<file path="config.mk">
export PLATFORM = sky130hd
export DESIGN_NAME = decode_stage
export DESIGN_NICKNAME = d
export VERILOG_FILES = /design/src/rtl/decode_stage.sv
export SDC_FILE = /design/constraint.sdc
export NUM_CORES = 1
export LEC_CHECK = 0
export BUFFER_PORTS_ARGS = -buffer_cell sky130_fd_sc_hd__buf_2
export CELL_PAD_IN_SITES_DETAIL_PLACEMENT = 0
export CELL_PAD_IN_SITES_GLOBAL_PLACEMENT = 1
export CORE_ASPECT_RATIO = 1.1
export CORE_MARGIN = 4
export CORE_UTILIZATION = 40
export CTS_CLUSTER_SIZE = 40
export DETAILED_ROUTE_END_ITERATION = 10
export PLACE_DENSITY_LB_ADDON = 0.1
export SETUP_SLACK_MARGIN = 0.2
export SLEW_MARGIN = 10
export SYNTH_ARGS = -nofsm -noshare
export SYNTH_HDL_FRONTEND = slang
export SYNTH_SLANG_ARGS = --single-unit
</file>
<file path="constraint.sdc">
create_clock -name clk -period 2.7 [get_ports clk]
set_clock_uncertainty 0.05 [all_clocks]
set_input_delay 0.54 -clock clk [delete_from_list [all_inputs] [get_ports clk]]
set_output_delay 0.54 -clock clk [all_outputs]
set_load 0.02 [all_outputs]
</file>
<file path="src/rtl/decode_stage.sv">
// decode_stage: registered, handshaked RV32I (+optional M) decode stage.
// The stage decodes one instruction per accepted beat. It holds the result
// in an output register, and can also hold one more beat in a skid register
// so that in_ready comes straight from a flop.

module decode_stage #(
  parameter int PC_WIDTH       = 32,
  parameter int ENABLE_M       = 0,
  parameter int ENABLE_ILLEGAL = 1,
  parameter int SKID           = 1
) (
  input  logic                clk,
  input  logic                rst,
  input  logic                in_valid,
  output logic                in_ready,
  input  logic [31:0]         in_inst,
  input  logic [PC_WIDTH-1:0] in_pc,
  input  logic                flush,
  output logic                out_valid,
  input  logic                out_ready,
  output logic [PC_WIDTH-1:0] out_pc,
  output logic                out_write_en,
  output logic [4:0]          out_write_addr,
  output logic [4:0]          out_read_addr1,
  output logic [4:0]          out_read_addr2,
  output logic [31:0]         out_immediate,
  output logic                out_mem_write_en,
  output logic                out_mem_read_en,
  output logic [2:0]          out_funct3,
  output logic [6:0]          out_funct7,
  output logic [4:0]          out_alu_opcode,
  output logic                out_alu_src2_from_imm,
  output logic                out_alu_src1_from_pc,
  output logic                out_branch_inst,
  output logic                out_jump_inst,
  output logic                out_illegal
);

  localparam logic [6:0] OP_LUI    = 7'b0110111;
  localparam logic [6:0] OP_AUIPC  = 7'b0010111;
  localparam logic [6:0] OP_JAL    = 7'b1101111;
  localparam logic [6:0] OP_JALR   = 7'b1100111;
  localparam logic [6:0] OP_BRANCH = 7'b1100011;
  localparam logic [6:0] OP_LOAD   = 7'b0000011;
  localparam logic [6:0] OP_STORE  = 7'b0100011;
  localparam logic [6:0] OP_IMM    = 7'b0010011;
  localparam logic [6:0] OP_REG    = 7'b0110011;

  localparam bit M_EN   = (ENABLE_M != 0);
  localparam bit ILL_EN = (ENABLE_ILLEGAL != 0);

  // One decoded beat as it sits in the output or skid register.
  typedef struct packed {
    logic [PC_WIDTH-1:0] pc;
    logic                write_en;
    logic [4:0]          write_addr;
    logic [4:0]          read_addr1;
    logic [4:0]          read_addr2;
    logic [31:0]         immediate;
    logic                mem_write_en;
    logic                mem_read_en;
    logic [2:0]          funct3;
    logic [6:0]          funct7;
    logic [4:0]          alu_opcode;
    logic                alu_src2_from_imm;
    logic                alu_src1_from_pc;
    logic                branch_inst;
    logic                jump_inst;
    logic                illegal;
  } beat_t;

  // ---------------------------------------------------------------------
  // Combinational decode of the incoming instruction word
  // ---------------------------------------------------------------------
  logic [6:0]  opcode;
  logic [2:0]  funct3;
  logic [6:0]  funct7;
  logic [4:0]  rd;
  logic [31:0] imm_i;
  logic [31:0] imm_s;
  logic [31:0] imm_b;
  logic [31:0] imm_u;
  logic [31:0] imm_j;

  assign opcode = in_inst[6:0];
  assign funct3 = in_inst[14:12];
  assign funct7 = in_inst[31:25];
  assign rd     = in_inst[11:7];
  assign imm_i  = {{20{in_inst[31]}}, in_inst[31:20]};
  assign imm_s  = {{20{in_inst[31]}}, in_inst[31:25], in_inst[11:7]};
  assign imm_b  = {{19{in_inst[31]}}, in_inst[31], in_inst[7], in_inst[30:25], in_inst[11:8], 1'b0};
  assign imm_u  = {in_inst[31:12], 12'b0};
  assign imm_j  = {{11{in_inst[31]}}, in_inst[31], in_inst[19:12], in_inst[20], in_inst[30:21], 1'b0};

  logic        dec_known;
  logic        dec_bad;
  logic        dec_rd_writes;
  logic        dec_load;
  logic        dec_store;
  logic        dec_branch;
  logic        dec_jump;
  logic        dec_src1_pc;
  logic        dec_src2_imm;
  logic        dec_muldiv;
  logic [4:0]  dec_alu_op;
  logic [4:0]  dec_rs1;
  logic [31:0] dec_imm;

  // Classify the opcode, pick the immediate format and flag bad encodings.
  always_comb begin
    dec_known     = 1'b0;
    dec_bad       = 1'b0;
    dec_rd_writes = 1'b0;
    dec_load      = 1'b0;
    dec_store     = 1'b0;
    dec_branch    = 1'b0;
    dec_jump      = 1'b0;
    dec_src1_pc   = 1'b0;
    dec_src2_imm  = 1'b1;
    dec_muldiv    = 1'b0;
    dec_alu_op    = 5'd0;
    dec_rs1       = in_inst[19:15];
    dec_imm       = 32'd0;
    case (opcode)
      OP_LUI: begin
        dec_known     = 1'b1;
        dec_rd_writes = 1'b1;
        dec_imm       = imm_u;
        dec_rs1       = 5'd0;
      end
      OP_AUIPC: begin
        dec_known     = 1'b1;
        dec_rd_writes = 1'b1;
        dec_imm       = imm_u;
        dec_src1_pc   = 1'b1;
      end
      OP_JAL: begin
        dec_known     = 1'b1;
        dec_rd_writes = 1'b1;
        dec_jump      = 1'b1;
        dec_imm       = imm_j;
        dec_src1_pc   = 1'b1;
      end
      OP_JALR: begin
        dec_known     = 1'b1;
        dec_rd_writes = 1'b1;
        dec_jump      = 1'b1;
        dec_imm       = imm_i;
        dec_bad       = (funct3 != 3'b000);
      end
      OP_BRANCH: begin
        dec_known    = 1'b1;
        dec_branch   = 1'b1;
        dec_imm      = imm_b;
        dec_src2_imm = 1'b0;
        dec_alu_op   = {2'b00, funct3};
        dec_bad      = (funct3[2:1] == 2'b01);
      end
      OP_LOAD: begin
        dec_known     = 1'b1;
        dec_rd_writes = 1'b1;
        dec_load      = 1'b1;
        dec_imm       = imm_i;
        dec_bad       = (funct3 == 3'b011) || (funct3[2:1] == 2'b11);
      end
      OP_STORE: begin
        dec_known = 1'b1;
        dec_store = 1'b1;
        dec_imm   = imm_s;
        dec_bad   = (funct3 > 3'b010);
      end
      OP_IMM: begin
        dec_known     = 1'b1;
        dec_rd_writes = 1'b1;
        dec_imm       = imm_i;
        // Only the right shifts carry an arithmetic/logical select in bit 30.
        dec_alu_op    = {1'b0, (funct3 == 3'b101) & in_inst[30], funct3};
        if (funct3 == 3'b001) begin
          dec_bad = (funct7 != 7'b0000000);
        end else if (funct3 == 3'b101) begin
          dec_bad = (funct7 != 7'b0000000) && (funct7 != 7'b0100000);
        end
      end
      OP_REG: begin
        dec_known     = 1'b1;
        dec_rd_writes = 1'b1;
        dec_src2_imm  = 1'b0;
        case (funct7)
          7'b0000000: dec_bad = 1'b0;
          7'b0100000: dec_bad = !((funct3 == 3'b000) || (funct3 == 3'b101));
          7'b0000001: begin
            if (M_EN) begin
              dec_muldiv = 1'b1;
            end else begin
              dec_bad = 1'b1;
            end
          end
          default:    dec_bad = 1'b1;
        endcase
        dec_alu_op = {dec_muldiv, in_inst[30], funct3};
      end
      default: dec_known = 1'b0;
    endcase
    if (!dec_known || (in_inst[1:0] != 2'b11)) begin
      dec_bad = 1'b1;
    end
  end

  logic  dec_illegal;
  beat_t dec;

  assign dec_illegal = ILL_EN & dec_bad;

  // Assemble the beat; an illegal instruction must not cause any side effect.
  always_comb begin
    dec.pc                = in_pc;
    dec.write_en          = dec_rd_writes & (rd != 5'd0) & !dec_illegal;
    dec.write_addr        = rd;
    dec.read_addr1        = dec_rs1;
    dec.read_addr2        = in_inst[24:20];
    dec.immediate         = dec_imm;
    dec.mem_write_en      = dec_store & !dec_illegal;
    dec.mem_read_en       = dec_load & !dec_illegal;
    dec.funct3            = funct3;
    dec.funct7            = funct7;
    dec.alu_opcode        = dec_alu_op;
    dec.alu_src2_from_imm = dec_src2_imm;
    dec.alu_src1_from_pc  = dec_src1_pc;
    dec.branch_inst       = dec_branch & !dec_illegal;
    dec.jump_inst         = dec_jump & !dec_illegal;
    dec.illegal           = dec_illegal;
  end

  // ---------------------------------------------------------------------
  // Handshake and storage
  // ---------------------------------------------------------------------
  beat_t out_q;
  beat_t out_d;
  logic  out_valid_q;
  logic  out_valid_d;
  logic  accept;

  // A beat presented during flush is dropped together with the held ones.
  assign accept = in_valid & in_ready & !flush;

  generate
    if (SKID != 0) begin : g_skid
      beat_t skid_q;
      beat_t skid_d;
      logic  skid_valid_q;
      logic  skid_valid_d;

      assign in_ready = !skid_valid_q;

      // Next state: skid drains first so that beat order is kept.
      always_comb begin
        out_d        = out_q;
        out_valid_d  = out_valid_q;
        skid_d       = skid_q;
        skid_valid_d = skid_valid_q;
        if (flush) begin
          out_valid_d  = 1'b0;
          skid_valid_d = 1'b0;
        end else if (!out_valid_q || out_ready) begin
          if (skid_valid_q) begin
            out_d        = skid_q;
            out_valid_d  = 1'b1;
            skid_valid_d = 1'b0;
          end else if (accept) begin
            out_d       = dec;
            out_valid_d = 1'b1;
          end else begin
            out_valid_d = 1'b0;
          end
        end else if (accept) begin
          skid_d       = dec;
          skid_valid_d = 1'b1;
        end
      end

      // Output and skid registers.
      always_ff @(posedge clk) begin
        if (rst) begin
          out_q        <= '0;
          out_valid_q  <= 1'b0;
          skid_q       <= '0;
          skid_valid_q <= 1'b0;
        end else begin
          out_q        <= out_d;
          out_valid_q  <= out_valid_d;
          skid_q       <= skid_d;
          skid_valid_q <= skid_valid_d;
        end
      end
    end else begin : g_noskid
      assign in_ready = !out_valid_q | out_ready;

      // Next state: the output register reloads whenever it is free.
      always_comb begin
        out_d       = out_q;
        out_valid_d = out_valid_q;
        if (flush) begin
          out_valid_d = 1'b0;
        end else if (in_ready) begin
          out_valid_d = accept;
          if (accept) begin
            out_d = dec;
          end
        end
      end

      // Output register.
      always_ff @(posedge clk) begin
        if (rst) begin
          out_q       <= '0;
          out_valid_q <= 1'b0;
        end else begin
          out_q       <= out_d;
          out_valid_q <= out_valid_d;
        end
      end
    end
  endgenerate

  assign out_valid             = out_valid_q;
  assign out_pc                = out_q.pc;
  assign out_write_en          = out_q.write_en;
  assign out_write_addr        = out_q.write_addr;
  assign out_read_addr1        = out_q.read_addr1;
  assign out_read_addr2        = out_q.read_addr2;
  assign out_immediate         = out_q.immediate;
  assign out_mem_write_en      = out_q.mem_write_en;
  assign out_mem_read_en       = out_q.mem_read_en;
  assign out_funct3            = out_q.funct3;
  assign out_funct7            = out_q.funct7;
  assign out_alu_opcode        = out_q.alu_opcode;
  assign out_alu_src2_from_imm = out_q.alu_src2_from_imm;
  assign out_alu_src1_from_pc  = out_q.alu_src1_from_pc;
  assign out_branch_inst       = out_q.branch_inst;
  assign out_jump_inst         = out_q.jump_inst;
  assign out_illegal           = out_q.illegal;

endmodule
</file>
==> out/qor.yml <==
run_status:
  status: "finished clean"
setup_path:
  path_max_fanout: 18
  rr_endpoint: "out_immediate[13]$_SDFFE_PP0P_"
  path_class: "reg -> out"
  reg2reg_from: "g_skid.skid_valid_q$_SDFFE_PP0P_"
  crit_chain: "inv_1 -> buf_2"
  reg2regPathDepth: 5
  r2r_slack_ps: 700
  crit_arrival_ps: 1740
  slowest_stage: "inv_1"
  cp_data_required_time_ps: 2110
  worst_setup_path_start_kind: "flip-flop"
  slowest_delay_ps: 520
  cp-end-kind: "output port"
finish:
  antenna_cells: 0
  nets: 1213
  syn2layout_area_growth_pct: 21.81
  drive_above_1_share: 0.2136
  layout_common_cells: "dfxtp_1 (203), buf_2 (170), nand2_1 (167)"
  final_common_cell: "dfxtp_1"
pwr:
  power.internal_mw: 5.063
  ir_drop_mv: 0.3686
  p_seq_frac: 0.463
  p_sw_frac: 0.2551
  p_leak_nw: 3.814
  power.density_nw_per_um2: 658.1
  power.switching_mw: 1.734
  pwr-share-comb: 0.097
  clockPowerShare: 0.440
  total_power_mw: 6.797
min_path:
  holdCritStartpoint: "flush"
  min_to: "g_skid.skid_valid_q$_SDFFE_PP0P_"
  hp-class: "in -> reg"
  hold_path_depth: 2
synthesis:
  yosysTopAreaCell: "dfxtp_1"
  yosysTopAreaCellShare: 0.4817
  ys_seq_area_frac: 0.4817
  synth_cell_types: 51
  synth_area_leaders: "dfxtp_1 (48%), nand2_1 (7.4%), a211oi_1 (6.5%), a21oi_1 (6.4%), mux2i_1 (6.3%)"
  ys.flop_type: "dfxtp_1"
  synth-async-reset-ratio: 0
  synthCells: 1017
  yosys_warnings: 0
  avgSynthCellArea_um2: 8.336
  ys_ff_latch: 204
  synth_area_um2: 8478
  syn_nets: 1086
  synth_edf_count: 0
sta:
  tightest_slew_ps: 777.3
  relSlewSlack: 0.4818
  finalMaxSlewViolations: 0
  max_freq_ghz: 0.4292
  period_minus_slack_ps: 2330
  fin_crit_sh: 0.8629
  finalHoldViolations: 0
  rsz0062_at_grt: "no"
  fin_tns_setup_ps: 0
  setup_violations: 0
cts:
  cts_max_level: 1
  cts_tree: "built"
  clockBufferDepth: 3
  hold_buffers: 0
  clkLatencyLatePin_ps: 510
  clkTransAtPathRegs_ps: 60
  ctsResizeCount: 0
  clock_sinks: 204
  cts_setup_buffers: 0
  clockRootBuffer: "clkbuf_16"
  numCtsBuffers: 23
detailed_routing:
  vias: 7572
  drtAntennaViolNets: 0
  drt-wirelength-per-cell_um: 17.13
  drtIter0Drc: 332
  dr.pass1.iters: 5
  wl_mm: 24.77
  vias_per_cell: 5.237
  drc: 0
global_route:
  grt_pass1_vias: 7124
  grt_max_degree: 75
  overflow: 0
  grt_pass1_wl_mm: 39.85
  grtUsageTotal: 0.2036
  antenna_found_initial: 1
floorplanning:
  pin_count: 173
  die_w_um: 146.8
  die_area_um2: 23590
  coreArea_um2: 20710
  start_util: 0.4093
  num_rows: 55
  fp.dieH_um: 160.7
run:
  drv_cap: 0
placement:
  gp_congestion: 0.8287
  io_buffers: 171
  dp_hpwl_mm: 16.62
registers in the layout (all words and copies together) (netlist names), 3 cells and up:
signal	flops
out_alu_opcode	4
out_read_addr1	5
g_skid.skid_q	101
out_read_addr2	5
out_funct7	7
out_immediate	32
out_write_addr	5
out_funct3	3
out_pc	32
layer usage:
| layer | up-vias | track usage | share of wire |
|---|---|---|---|
| li1 | 3852 | - | - |
| met1 | 3510 | 0.2703 | 0.44 |
| met2 | 183 | 0.3452 | 0.48 |
| met3 | 25 | 0.04091 | 0.058 |
| met4 | 2 | 0.04149 | 0.014 |
| met5 | - | 0 | 0.00048 |
area by class of cell:
cell class	instances	area [um^2]
multi-input combinational	715	4018
fill	2049	10390
clock inverter	9	52.55
clock buffer	33	673.1
inverter	4	15.01
timing repair buffer	196	1125
tap	285	356.6
sequential	204	4088
per-stage QoR:
stage                     std cells  hold WS, ps    util  instance area (um^2)  worst slack (ps)
after floorplan                1017        381.7       -                  8478             603.7
after global routing           1446        208.3  0.4986                 10330             260.2
after global placement         1404        388.8  0.4635                  9602             335.5
after CTS                      1446        194.8  0.4986                 10330             341.9
final                          1446        211.3  0.4986                 10330             370.1
after detailed placement       1404        393.5  0.4635                  9602             348.2
power by group through the flow:
stage	combinational, mW	clock [mW]	sequential, mW
2_1_floorplan	0.301	0	3.31
3_3_place_gp	0.667	0	3.21
3_5_place_dp	0.667	0	3.22
4_1_cts	0.669	3.09	3.15
5_1_grt	0.727	3.22	3.16
6_report	0.660	2.99	3.15
Yosys cell counts, types with 13 or more instances:
cell and count:
nand2_1 167, clkbuf_1 79, nand3_1 26, o21ai_0 32, mux2i_1 53, a311oi_1 17
a31oi_1 13, nor2_1 130, nor3_1 17, a211oi_1 73, dfxtp_1 204, a21oi_1 109
worst max-delay path: cells and delay by family, from the launching register on:
family / cells / cell delay, ps
buffers and inverters: 2 / 810
flip-flops: 1 / 410
cell families (layout without fill, tap and decap cells):
logic type      after synthesis  after routing  synth area share
compound gates              284            284            0.2162
xor+xnor                      2              2          0.002066
buf+inv                      98            242           0.04708
flops                       204            204            0.4817
mux                          54             54           0.06390
other cells                   1              1         0.0004423
simple gates                374            374            0.1886
worst max path at each step:
stage,from,end,cells after the start
after global routing,g_skid.skid_valid_q$_SDFFE_PP0P_,in_ready,2
final,g_skid.skid_valid_q$_SDFFE_PP0P_,in_ready,2
after global placement,in_inst[3],out_immediate[6]$_SDFFE_PP0P_,7
after floorplan,in_inst[6],out_illegal$_SDFFE_PP0P_,8
after CTS,g_skid.skid_valid_q$_SDFFE_PP0P_,in_ready,2
after detailed placement,in_inst[5],out_immediate[6]$_SDFFE_PP0P_,7
Power figures use the tool's default switching activity.
